--- src/rtl/uart_pkg.sv ---
`default_nettype none
// uart_pkg: UART state encoding, line idle level and frame-length helper shared by TX and RX.
package uart_pkg;

  typedef enum logic [2:0] {
    IDLE   = 3'd0,
    START  = 3'd1,
    DATA   = 3'd2,
    PARITY = 3'd3,
    STOP   = 3'd4
  } tx_state_t;

  localparam logic UART_IDLE_LEVEL = 1'b1;

  function automatic int frame_cycles(input int clks_per_bit, input int data_bits,
                                      input int parity_bits, input int stop_bits);
    return (1 + data_bits + parity_bits + stop_bits) * clks_per_bit;
  endfunction

endpackage
`default_nettype wire

--- src/rtl/uart_sync_fifo.sv ---
`default_nettype none
// uart_sync_fifo: single-clock FIFO with show-ahead read data, full/empty flags and occupancy count.
module uart_sync_fifo #(
  parameter int WIDTH = 8,
  parameter int DEPTH = 4
) (
  input  logic                     clk,
  input  logic                     rst,
  input  logic                     push,
  input  logic [WIDTH-1:0]         push_data,
  input  logic                     pop,
  output logic [WIDTH-1:0]         pop_data,
  output logic                     full,
  output logic                     empty,
  output logic [$clog2(DEPTH):0]   count
);
  localparam int AW = $clog2(DEPTH);

  logic [WIDTH-1:0] mem [DEPTH];
  logic [AW-1:0]    wr_ptr;
  logic [AW-1:0]    rd_ptr;
  logic             do_push;
  logic             do_pop;

  // Full is judged on count alone, so a full FIFO refuses a push even while popping.
  assign do_push  = push && !full;
  assign do_pop   = pop && !empty;
  assign full     = (count == (AW+1)'(DEPTH));
  assign empty    = (count == '0);
  assign pop_data = mem[rd_ptr];

  always_ff @(posedge clk or negedge rst) begin
    if (!rst) begin
      wr_ptr <= '0;
      rd_ptr <= '0;
      count  <= '0;
    end else begin
      if (do_push) wr_ptr <= wr_ptr + 1'b1;
      if (do_pop)  rd_ptr <= rd_ptr + 1'b1;
      case ({do_push, do_pop})
        2'b10:   count <= count + 1'b1;
        2'b01:   count <= count - 1'b1;
        default: count <= count;
      endcase
    end
  end

  always_ff @(posedge clk) begin
    if (do_push) mem[wr_ptr] <= push_data;
  end

endmodule
`default_nettype wire

--- src/rtl/uart_tx_buffered.sv ---
`default_nettype none
// uart_tx_buffered: FIFO-fed 8N1 UART transmitter with back-to-back frames.
// Optional even parity bit after the data when UART_TX_PARITY_EN is defined.
module uart_tx_buffered
  import uart_pkg::*;
#(
  parameter int CLKS_PER_BIT = 4,
  parameter int DATA_BITS    = 8,
  parameter int STOP_BITS    = 1,
  parameter int FIFO_DEPTH   = 4
) (
  input  logic                 clk,
  input  logic                 rst,
  input  logic [DATA_BITS-1:0] wr_data,
  input  logic                 wr_valid,
  output logic                 wr_ready,
  output logic                 tx,
  output logic                 busy,
  output logic                 done
);
  localparam int BAUD_W = (CLKS_PER_BIT > 1) ? $clog2(CLKS_PER_BIT) : 1;
  localparam int BIT_W  = $clog2(DATA_BITS + STOP_BITS + 1);
  localparam logic [BAUD_W-1:0] BAUD_LAST = BAUD_W'(CLKS_PER_BIT - 1);
  localparam logic [BIT_W-1:0]  DATA_LAST = BIT_W'(DATA_BITS - 1);
  localparam logic [BIT_W-1:0]  STOP_LAST = BIT_W'(STOP_BITS - 1);

  tx_state_t             state, state_n;
  logic [BAUD_W-1:0]     baud, baud_n;
  logic [BIT_W-1:0]      bit_cnt, bit_n;
  logic [DATA_BITS-1:0]  shift, shift_n;
  logic                  baud_end;
  logic                  load;
  logic                  fifo_pop;
  logic [DATA_BITS-1:0]  fifo_data;
  logic                  fifo_full;
  logic                  fifo_empty;
  logic [$clog2(FIFO_DEPTH):0] fifo_count;
`ifdef UART_TX_PARITY_EN
  logic                  par, par_n;
`endif

  uart_sync_fifo #(.WIDTH(DATA_BITS), .DEPTH(FIFO_DEPTH)) u_fifo (
    .clk       (clk),
    .rst       (rst),
    .push      (wr_valid),
    .push_data (wr_data),
    .pop       (fifo_pop),
    .pop_data  (fifo_data),
    .full      (fifo_full),
    .empty     (fifo_empty),
    .count     (fifo_count)
  );

  assign wr_ready = !fifo_full;
  assign busy     = (state != IDLE) || (fifo_count != '0);
  assign baud_end = (baud == BAUD_LAST);

  always_comb begin
    state_n  = state;
    bit_n    = bit_cnt;
    shift_n  = shift;
    load     = 1'b0;
    done     = 1'b0;
    tx       = UART_IDLE_LEVEL;
    baud_n   = (state == IDLE || baud_end) ? '0 : baud + 1'b1;
`ifdef UART_TX_PARITY_EN
    par_n    = par;
`endif
    case (state)
      IDLE: load = !fifo_empty;
      START: begin
        tx = 1'b0;
        if (baud_end) begin
          state_n = DATA;
          bit_n   = '0;
        end
      end
      DATA: begin
        tx = shift[0];
        if (baud_end) begin
          shift_n = shift >> 1;
          if (bit_cnt == DATA_LAST) begin
            bit_n = '0;
`ifdef UART_TX_PARITY_EN
            state_n = PARITY;
`else
            state_n = STOP;
`endif
          end else begin
            bit_n = bit_cnt + 1'b1;
          end
        end
      end
`ifdef UART_TX_PARITY_EN
      PARITY: begin
        tx = par;
        if (baud_end) begin
          state_n = STOP;
          bit_n   = '0;
        end
      end
`endif
      STOP: begin
        if (baud_end) begin
          if (bit_cnt == STOP_LAST) begin
            done    = 1'b1;
            // Chain straight into the next start bit when more data is queued.
            load    = !fifo_empty;
            state_n = IDLE;
          end else begin
            bit_n = bit_cnt + 1'b1;
          end
        end
      end
      default: state_n = IDLE;
    endcase
    if (load) begin
      state_n = START;
      shift_n = fifo_data;
      bit_n   = '0;
`ifdef UART_TX_PARITY_EN
      par_n   = ^fifo_data;
`endif
    end
    fifo_pop = load;
  end

  always_ff @(posedge clk or negedge rst) begin
    if (!rst) begin
      state   <= IDLE;
      baud    <= '0;
      bit_cnt <= '0;
      shift   <= '0;
`ifdef UART_TX_PARITY_EN
      par     <= 1'b0;
`endif
    end else begin
      state   <= state_n;
      baud    <= baud_n;
      bit_cnt <= bit_n;
      shift   <= shift_n;
`ifdef UART_TX_PARITY_EN
      par     <= par_n;
`endif
    end
  end

endmodule
`default_nettype wire

--- config.mk ---
export PLATFORM = sky130hd
export DESIGN_NAME = uart_tx_buffered
export DESIGN_NICKNAME = d
export VERILOG_FILES = /design/src/rtl/uart_pkg.sv /design/src/rtl/uart_sync_fifo.sv /design/src/rtl/uart_tx_buffered.sv
export SDC_FILE = /design/constraint.sdc
export NUM_CORES = 1
export LEC_CHECK = 0
export ABC_AREA = 0
export ABC_CLOCK_PERIOD_IN_PS = 6700
export CAP_MARGIN = 10
export CORE_ASPECT_RATIO = 0.75
export CORE_MARGIN = 1.5
export CORE_UTILIZATION = 35
export CTS_BUF_LIST = sky130_fd_sc_hd__clkbuf_4 sky130_fd_sc_hd__clkbuf_8 sky130_fd_sc_hd__clkbuf_16
export DETAILED_ROUTE_END_ITERATION = 10
export PLACE_DENSITY_LB_ADDON = 0.12
export SYNTH_ARGS = -nofsm -noshare
export SYNTH_HDL_FRONTEND = slang
export SYNTH_SLANG_ARGS = --single-unit
--- constraint.sdc ---
create_clock -name clk -period 6.7 [get_ports clk]
set_input_delay 1.005 -clock clk [delete_from_list [all_inputs] [get_ports clk]]
set_output_delay 1.005 -clock clk [all_outputs]
set_load 0.02 [all_outputs]
==> metrics.csv <==
stage;metric;value;unit
sta;tns;0;ns
clock_network;cts_root_buf;clkbuf_8;
cells_and_area;antenna_cells;0;
setup_path;cp-start-kind;flip-flop;
route;drt-met1-wl;2.26;mm
placement;place_ws;3.80;ns
setup_path;cp.required;5.69;ns
synth;yosysUniqueCellTypes;46;
flow_run;maxCapViolCount;0;
sta;worst_slack;3.71;ns
floorplanning;die_w;101;microns
clock_network;cts_hold_buf;0;
pwr;power.internal;738;uW
pwr;seq_power_share;48.6;%
clock_network;cts_setup_buffers;0;
route;routed-wl-met2;1.95;mm
pwr;combPwrFrac;35.0;%
setup_path;cp-startpoint;baud[0]$_DFF_PN0_;
clock_network;clockBufferDepth;2;
floorplanning;io_pins;15;
setup_path;slowest_delay;0.61;ns
setup_path;rr_startpoint;baud[0]$_DFF_PN0_;
synth;synth-edff-count;32;
grt;grt.total_usage;12.7;%
pwr;ir_drop;0.136;mV
setup_path;cp.arrival;1.98;ns
pwr;p_per_area;396;nW/um^2
grt;grt_max_degree;25;
sta;finalHoldViolCount;0;
clock_network;worstSkewPairLatency;0.30;ns
clock_network;cts_num_sinks;56;
route;drc;0;
clock_network;clk_pin_slew_worst_paths;0.10;ns
route;dr.max_layer_used;met4;
sta;min_period_over_period;44.6;%
sta;skew;0.0110;ns
synth;syn_nets;194;
route;via_count;1374;
route;post_drt_wl_per_cell;15.1;microns
setup_path;worst-path-buf-inv;1;
clock_network;cts_tree;done;
sta;rsz0062_at_grt;no;
setup_path;slowest_stage;clkdlybuf4s50_1;
synth;synth_seq_cells;56;
floorplanning;start_util;36.8;%
pwr;power_frac_clock;16.4;%
route;wl_met3;117;microns
route;final_antenna_net_count;0;
placement;dp_hpwl;3.09;mm
setup_path;critPathMaxFanout;10;
worst_hold_path;hold_path.class;flip-flop to flip-flop;
sta;period_minus_slack;2.99;ns
floorplanning;dieArea;7770;sq um
floorplanning;die_h;76.7;microns
clock_network;cts_max_level;2;
sta;tightestPinTransition;0.704;ns
synth;synth-seq-area-share;61.6;%
cells_and_area;drive_gt1_share;14.2;%
placement;globalplace.congestion;0.786;
synth;synth_ff_type;edfxtp_1;
sta;slew_viol_final;0;
synth;syn_area;2530;sq um
grt;antenna_found_initial;0;
route;drt_iter0_drc;48;
grt;grt_pass1_wl;7.44;mm
cells_and_area;syn2layout_area_growth;13.1;%
synth;syn_inst;174;
clock_network;cts-resized-gates;0;
route;finalWirelength;4.36;mm
synth;synth_async_sr_flop_share;42.9;%
synth;syn_area_per_cell;14.6;sq um
status;status;finished clean;
setup_path;crit_family;buffers and inverters;
setup_path;path_cells;ha_1 > nand4bb_1 > nor2_1 > clkdlybuf4s50_1;
cells_and_area;nets;209;
sta;relSlewSlack;53.1;%
route;drtPass1Iterations;4;
setup_path;crit_path_end_kind;output port;
pwr;switchingPower;396;uW
worst_hold_path;hold_start;baud[0]$_DFF_PN0_;
clock_network;cts_buffers;5;
floorplanning;row_count;26;
floorplanning;core;6900;sq um
placement;io_buffers;14;
sta;fmax;335;MHz
route;via_per_inst;4.77;
pwr;swShare;34.9;%
sta;finalSetupViolCount;0;
grt;overflow;0;
pwr;leakagePower;0.00108;uW
grt;first_global_vias;1383;
synth;yosysWarnings;0;
setup_path;path_class;flip-flop to output port;
[synth_stat cells, types with 2 or more instances]
library cell	number	share of area (%)
nand2_1	15	2.2
buf_4	2	0.59
nor2b_1	2	0.49
a22o_1	2	0.69
ha_1	8	3.9
inv_1	4	0.59
nor2_1	10	1.5
a21oi_1	2	0.39
a21o_1	2	0.59
nand4_1	2	0.49
edfxtp_1	32	38
xor2_1	2	0.69
nand2b_1	3	0.74
and3_1	6	1.5
xnor2_1	4	1.4
mux4_2	8	7.1
buf_6	2	0.89
mux2i_1	7	2.8
dfrtp_1	24	24
nor3_1	3	0.59
o21ai_1	9	1.8
[final cells by class]
type / count / area [sq um]
clock buffer: 5 / 68.8
fill: 669 / 4030
tap: 98 / 123
inverter: 5 / 18.8
timing repair buffer: 15 / 168
clock inverter: 3 / 22.5
sequential: 56 / 1560
multi-input combinational: 106 / 905
[sequential cells by signal, indices dropped and copies added (netlist names)]
signal,cells
bit_cnt,4
u_fifo.mem,32
u_fifo.rd_ptr,2
state,3
u_fifo.wr_ptr,2
baud,2
shift,8
u_fifo.count,3
[stage by stage]
stage               power [uW]  instances  hold WS, ns  area (sq um)  utilization (%)
finish                    1130        288        0.447          2870             41.6
global route              1230        288        0.459          2870             41.6
CTS                       1150        287        0.453          2840             41.2
detailed placement         964        279        0.437          2750             39.8
global placement           944        279        0.427          2750             39.8
floorplan                  854        174        0.415          2530                -
[path summary, 6_finish.rpt]
path / slack (ns) / cells past startpoint / endpoint
hold reg to reg: 0.45 / 1 / baud[0]$_DFF_PN0_
setup reg to reg: 3.95 / 7 / u_fifo.count[1]$_DFFE_PN0P_
setup / recovery: 3.71 / 4 / done
min in group asynchronous: 1.06 / 1 / bit_cnt[1]$_DFFE_PN0P_
max in group asynchronous: 5.15 / 2 / shift[4]$_DFFE_PN0P_
hold / removal: 0.45 / 1 / baud[0]$_DFF_PN0_
[layout by cell type (no fill, tap or decap), types with 2 or more instances in the layout]
cell type	n
ha_1	8
nand2b_1	3
nand4_1	2
inv_1	4
o21ai_1	9
clkdlybuf4s50_1	14
nor2b_1	2
xnor2_1	4
edfxtp_1	32
mux4_2	8
nor2_1	10
and3_1	6
a21oi_1	2
xor2_1	2
mux2i_1	7
dfrtp_1	24
clkbuf_8	5
a22o_1	2
a21o_1	2
nor3_1	3
nand2_1	15
[cell families after synthesis]
family	synth area share, %
XOR/XNOR	2.07
buffers and inverters	2.71
flip-flops	61.6
AND/OR/NAND/NOR	12.4
multiplexers	10.9
AO/OA/AOI/OAI	5.53
adder cells (fa/ha/maj)	4.74
[power groups by stage]
stage	combinational, uW	sequential [uW]	clock, uW
CTS	403	554	196
global placement	388	556	0
finish	397	551	186
detailed placement	402	562	0
floorplan	339	515	0
global route	455	568	207
[metal layers]
layer,track usage (%),up-vias
met4,3.33,0
met3,3.28,2
met1,18.6,679
met5,0,-
li1,-,673
met2,18.8,20
Note: power is estimated with default switching activity, not from simulation.
